## src/rtl/fifo_buffer.sv

```systemverilog
// Synchronous FIFO stage fed by control_fsm strobes.
// It reports occupancy back to the FSM and pulses overflow/underflow for rejected accesses.
module fifo_buffer #(
    parameter  int WIDTH = 8,
    parameter  int DEPTH = 8,
    localparam int ADDR  = $clog2(DEPTH)
) (
    input  logic             clock,
    input  logic             resetn,
    input  logic             wen,
    input  logic             ren,
    input  logic [WIDTH-1:0] data_in,
    output logic [WIDTH-1:0] data_out,
    output logic             full,
    output logic             empty,
    output logic [ADDR:0]    count,
    output logic             overflow,
    output logic             underflow
);

    localparam logic [ADDR:0]   COUNT_FULL = (ADDR + 1)'(DEPTH);
    localparam logic [ADDR-1:0] PTR_ONE    = ADDR'(1);
    localparam logic [ADDR:0]   COUNT_ONE  = (ADDR + 1)'(1);

    logic [WIDTH-1:0] mem [DEPTH];

    logic [ADDR-1:0]  wr_ptr_q,    wr_ptr_d;
    logic [ADDR-1:0]  rd_ptr_q,    rd_ptr_d;
    logic [ADDR:0]    count_q,     count_d;
    logic [WIDTH-1:0] data_out_q,  data_out_d;
    logic             overflow_q,  overflow_d;
    logic             underflow_q, underflow_d;

    logic wr_ok;
    logic rd_ok;

    // Acceptance is gated on the pre-edge flags only, so there is no fall-through path.
    assign full  = (count_q == COUNT_FULL);
    assign empty = (count_q == '0);
    assign wr_ok = wen & ~full;
    assign rd_ok = ren & ~empty;

    always_comb begin
        wr_ptr_d    = wr_ptr_q;
        rd_ptr_d    = rd_ptr_q;
        count_d     = count_q;
        data_out_d  = data_out_q;
        overflow_d  = wen & full;
        underflow_d = ren & empty;

        if (wr_ok) begin
            wr_ptr_d = wr_ptr_q + PTR_ONE;
        end
        if (rd_ok) begin
            rd_ptr_d   = rd_ptr_q + PTR_ONE;
            data_out_d = mem[rd_ptr_q];
        end

        case ({wr_ok, rd_ok})
            2'b10:   count_d = count_q + COUNT_ONE;
            2'b01:   count_d = count_q - COUNT_ONE;
            default: count_d = count_q;
        endcase
    end

    always_ff @(posedge clock or negedge resetn) begin
        if (!resetn) begin
            wr_ptr_q    <= '0;
            rd_ptr_q    <= '0;
            count_q     <= '0;
            data_out_q  <= '0;
            overflow_q  <= 1'b0;
            underflow_q <= 1'b0;
        end else begin
            wr_ptr_q    <= wr_ptr_d;
            rd_ptr_q    <= rd_ptr_d;
            count_q     <= count_d;
            data_out_q  <= data_out_d;
            overflow_q  <= overflow_d;
            underflow_q <= underflow_d;
        end
    end

    // Storage is deliberately left out of reset; the pointers alone define what is valid.
    always_ff @(posedge clock) begin
        if (wr_ok) begin
            mem[wr_ptr_q] <= data_in;
        end
    end

    assign data_out  = data_out_q;
    assign count     = count_q;
    assign overflow  = overflow_q;
    assign underflow = underflow_q;

endmodule

```

## config.mk

```make
export PLATFORM = sky130hd
export DESIGN_NAME = fifo_buffer
export DESIGN_NICKNAME = d
export VERILOG_FILES = /design/src/rtl/fifo_buffer.sv
export SDC_FILE = /design/constraint.sdc
export NUM_CORES = 1
export LEC_CHECK = 0
export CAP_MARGIN = 25
export CORE_ASPECT_RATIO = 2
export CORE_MARGIN = 2
export CORE_UTILIZATION = 54
export CTS_BUF_LIST = sky130_fd_sc_hd__clkbuf_4 sky130_fd_sc_hd__clkbuf_8
export DETAILED_ROUTE_END_ITERATION = 12
export PLACE_DENSITY = 0.78
export RECOVER_POWER = 100
export SLEW_MARGIN = 30
export SYNTH_ARGS = -nofsm -noshare
export SYNTH_HDL_FRONTEND = slang
export SYNTH_SLANG_ARGS = --single-unit
```

## constraint.sdc

```tcl
create_clock -name clock -period 2 [get_ports clock]
set_clock_uncertainty 0.05 [all_clocks]
set_input_delay 0.2 -clock clock [delete_from_list [all_inputs] [get_ports clock]]
set_output_delay 0.2 -clock clock [all_outputs]
set_load 0.03 [all_outputs]
```

## After elaboration in Yosys (flattened, before gate mapping)

Memory sizes are Yosys's and may differ from the RTL's. A register that Yosys moved wholly into a read port is not among the register bits.
Cells that the tools add are included.

| storage, ports and cells | value |
|---|---|
| bits in registers | 12 |
| RAM bits | 64 |
| bits of input ports | 12 |
| output and inout bits | 16 |
| logic and storage cells | 25 |
| memories kept | 1 |

Memories:

| name | depth | bits a word | read ports | clocked after memory_dff | wr ports | RTL line | source |
|---|---|---|---|---|---|---|---|
| mem | 8 | 8 | 1 | 1 | 1 | 25 | `logic [WIDTH-1:0] mem [DEPTH];` |

| cells by class | value |
|---|---|
| $add $sub $neg | 4 |
| equality and inequality tests | 3 |
| multiplexer cells | 3 |
| bitwise gates (word level) | 6 |
| reduce and logical (&&, ||, !) cells | 3 |

Operators with widths:

| cell | count |
|---|---|
| $pmux 4 s2 | 1 |
| $add 3x1->3 const B | 2 |
| $add 4x1->4 const B | 1 |
| $and 1x1->1 | 4 |
| $eq 4x4->1 const B | 1 |
| $logic_not 4->1 | 1 |
| $sub 4x1->4 const B | 1 |
| $eq 2x1->1 const B | 1 |
| $eq 2x2->1 const B | 1 |
| $mux 1 | 2 |
| $not 1->1 | 2 |
| $reduce_bool 2->1 | 1 |
| $logic_not 1->1 | 1 |

## Depth between registers and ports, before layout

| logic depth | value |
|---|---|
| word-level depth | 5 |
| depth in mapped cells | 11 |
| mapped depth without buffers | 10 |

## Least setup slack after synthesis

No wires, ideal clock.

| timing | value |
|---|---|
| path type | register to register |
| start point | register count_q[1], in the netlist count[1] |
| end point | register count_q[2], in the netlist count[2] |
| setup time | 141 ps |
| arrival time | 2756 ps |
| data required time | 1809 ps |
| slack | -947 ps |
| stages on the path, launching flop included | 12 |
| path buffers | 1 |
| clock period less this slack | 2947 ps |
| path through | dfrtp_1 -> nor4_2 -> nand2b_1 -> buf_4 -> inv_2 -> ha_1 -> xor2_1 -> ha_1 -> a21oi_1 -> xor2_1 -> nor2_1 -> xor2_1 |

| between the ends | value |
|---|---|
| longest elaborated chain between the ends | 5 |
| elaborated cells on any way between the ends | 12 |
| those cells by class | add/sub (2); eq/ne (3); mux (1); bitwise (4); reduce/logical (2) |

Ends and longest elaborated chain:

| item | RTL line | source |
|---|---|---|
| start: declaration | 29 | `logic [ADDR:0] count_q, count_d;` |
| start signal: assignment | 77 | `count_q <= count_d;` |
| $logic_not 4->1 (*) | 39 | `assign empty = (count_q == '0);` |
| named net empty | 15 | `output logic empty,` |
| $not 1->1 (*) | 41 | `assign rd_ok = ren & ~empty;` |
| $and 1x1->1 (*) | 41 |  |
| named net rd_ok | 35 | `logic rd_ok;` |
| $eq 2x1->1 / $eq 2x2->1 (equally long branches) | 59 | `case ({wr_ok, rd_ok})` |
| $pmux 4 s2 / $reduce_bool 2->1 (equally long branches) | -- |  |

Mark *: on every way through the listed nets, which the timed path passes. The rest lies on a longest branch.
A chain may end at the register's enable or synchronous reset.

## Worst setup path in the final report

| timing | value |
|---|---|
| start point | register count_q[1], in the netlist count[1] |
| end point | register count_q[2], in the netlist count[2] |

| between the ends | value |
|---|---|
| longest elaborated chain between the ends | 5 |
| elaborated cells on any way between the ends | 12 |
| those cells by class | add/sub (2); eq/ne (3); mux (1); bitwise (4); reduce/logical (2) |

Ends and longest elaborated chain:

| item | RTL line |
|---|---|
| $logic_not 4->1 (*) | 39 |
| $not 1->1 (*) | 41 |
| $and 1x1->1 (*) | 41 |
| named net rd_ok | 35 |
| $eq 2x1->1 / $eq 2x2->1 (equally long branches) | 59 |
| $pmux 4 s2 / $reduce_bool 2->1 (equally long branches) | -- |

Marks and branches as above.

==> flow_summary.toml <==
[status]
status = "finished with violations"
violations = "negative setup slack"

[clock_network]
cts_tree = "built"
cts_buffer_depth = 2
cts.sinks = 84
cts_hold_buf = 0
clkTransAtPathRegs_ns = 0.07
cts-root-buf = "clkbuf_8"
worstSkewPairLatency_ns = 0.35
cts_buffers = 9
h-tree-depth = 3

[global_route]
grt_pass1_wl_microns = 10050
first_global_vias = 2056
grt-ovfl-total = 0
groute.usage.overall = 0.2093
grt_max_degree = 35
antenna_found_initial = 0

[finish]
finalNetCount = 289
layout_commonest_cell = "edfxtp_1"
area_growth_pct = 23.60
final_cell_count_no_fill = 363
layout-drive-gt1-share = 0.2852
final_cell_mix = "64 x edfxtp_1, 26 x buf_4, 21 x nand2_1, 17 x dfrtp_1"
antennaDiodeCount = 0

[sta]
max_freq_mhz = 477.1
setup_slack_ns = -0.09581
final.period_utilization = 1.048
relSlewSlack = 0.2469
finalSetupViolations = 2
finalMaxSlewViolations = 0
grt_setup_unrepaired = "yes"
period_minus_slack_ns = 2.096
hold_viol_final = 0
tightestPinTransition_ns = 1.130

[die]
coreArea_sq_mm = 0.006207
die_y_microns = 116.5
io_pins = 28
fp.dieW_microns = 60.27
die_area_sq_mm = 0.007024
fp-row-count = 41
start_util = 0.5509

[synthesis]
ys_types = 32
synth_area_sq_mm = 0.003420
synth-warning-count = 0
synthArstFlopShare = 0.2381
ys_seq_elements = 84
synth_enable_flop_cells = 64
synth.net_count = 231
synthCells = 214
ys_dominant_reg_cell = "edfxtp_1"
avgSynthCellArea_sq_um = 15.98
seq_area_frac_synth = 0.7084

[worst_hold_path]
hp-class = "input pin to flip-flop"

[detailed_routing]
post-route-drc-count = 0
wire_per_inst_microns = 17.79
wl_microns = 6459
ant_nets = 0
vias_per_cell = 5.427
num_vias = 1970
first_iter_violations = 119
dr.pass1.iters = 4

[place]
port_buffers = 27
place_ws_ns = -0.09853
place.gp.congestion = 0.7611
dp.cells = 343
dp_hpwl_microns = 4357

[run]
maxCapViolCount = 0

[critical_path]
required_ns = 2.19
critPathLaunchType = "flip-flop"
crit_fanout = 3
endpoint_kind = "flip-flop"
cp.arrival_ns = 2.28
crit_type = "flip-flop to flip-flop"

[pwr]
power_density_mw_per_mm2 = 1465
finalPower_mw = 6.193
leakagePower_nw = 1.573
vdd_drop_max_v = 0.001098
-- layout make-up --
cell class / count / area, sq um
Tap cell: 86 / 107.6
Inverter: 2 / 10.01
Timing Repair Buffer: 55 / 478.0
Sequential cell: 84 / 2426
Clock buffer: 11 / 138.9
Fill cell: 427 / 1981
Multi-Input combinational cell: 120 / 1013
Clock inverter: 5 / 52.55
-- Yosys cell counts, types with 5 or more instances --
master    number  area, sq um
a221o_1        8        80.08
dfrtp_1       20        500.5
edfxtp_1      64         1922
ha_1           5        62.56
mux2_2        17        191.4
mux2i_1       16        160.2
nand2_1       21        78.83
nand2b_1       6        37.54
nor2_1         8        30.03
o21ai_1        8        40.04
o22ai_1        8        50.05
xnor2_1        5        43.79
-- critical path, cell delays in order, from the launching register on --
cell	delay, ns
dfrtp_2	0.45
nor4_4	0.30
nand2b_4	0.19
inv_4	0.05
ha_4	0.16
xor2_2	0.15
ha_4	0.16
a21oi_2	0.11
xor2_1	0.14
nor2_1	0.07
xor2_1	0.15
-- routing by layer --
layer | up-vias | part of all wire | GRT usage
met4 | 0 | 0.052 | 0.1393
met2 | 50 | 0.54 | 0.3442
li1 | 922 | - | -
met1 | 974 | 0.37 | 0.2325
met5 | - | 0 | 0
met3 | 24 | 0.033 | 0.05094
-- kinds of logic after synthesis --
logic type | synth area share
mux | 0.1028
compound gates | 0.05379
simple gates | 0.07062
fa+ha+maj | 0.01829
flops | 0.7084
xor+xnor | 0.02049
buf+inv | 0.02561
-- stage by stage --
stage,hold WS (ns),utilization,instance area (sq um),TNS (ns)
after floorplan,-0.1456,-,3492,-1.667
after global placement,0.4211,0.6410,3979,-0.05923
after detailed placement,0.4256,0.6410,3979,-0.2397
after CTS,0.1291,0.6739,4183,-0.2181
after global routing,0.4013,0.6809,4227,-0.4045
final,0.3898,0.6809,4227,-0.1822
-- path summary, 6_finish.rpt --
kind	end	depth (start not counted)	slack, ns	from
max in group asynchronous	count[2]	2	0.61	resetn
min	overflow	2	0.39	wen
min in group asynchronous	data_out[0]	2	0.54	resetn
max	count[2]	10	-0.1	count[1]
max reg2reg	count[2]	10	-0.1	count[1]
min reg2reg	data_out[4]	2	0.44	data_out[4]
-- sequential cells by signal (all words and copies together) (netlist names) --
signal     flops
mem           64
data_out       8
count          4
rd_ptr_q       3
wr_ptr_q       3
overflow       1
underflow      1
-- where the power goes --
group / leakage, nW / internal, mW / switching [mW]
sequential: 0.820 / 2.28 / 0.246
clock: 0.102 / 0.598 / 0.550
combinational: 0.652 / 1.15 / 1.36
total: 1.57 / 4.03 / 2.16
-- timing repair --
item                                    CTS  global route
endpoints found under the setup margin    5             4
setup buffers                             2             2
gates resized for setup                   5             9
endpoints found under the hold margin     0             0
pin swaps                                 1             0
Power figures use the tool's default switching activity.
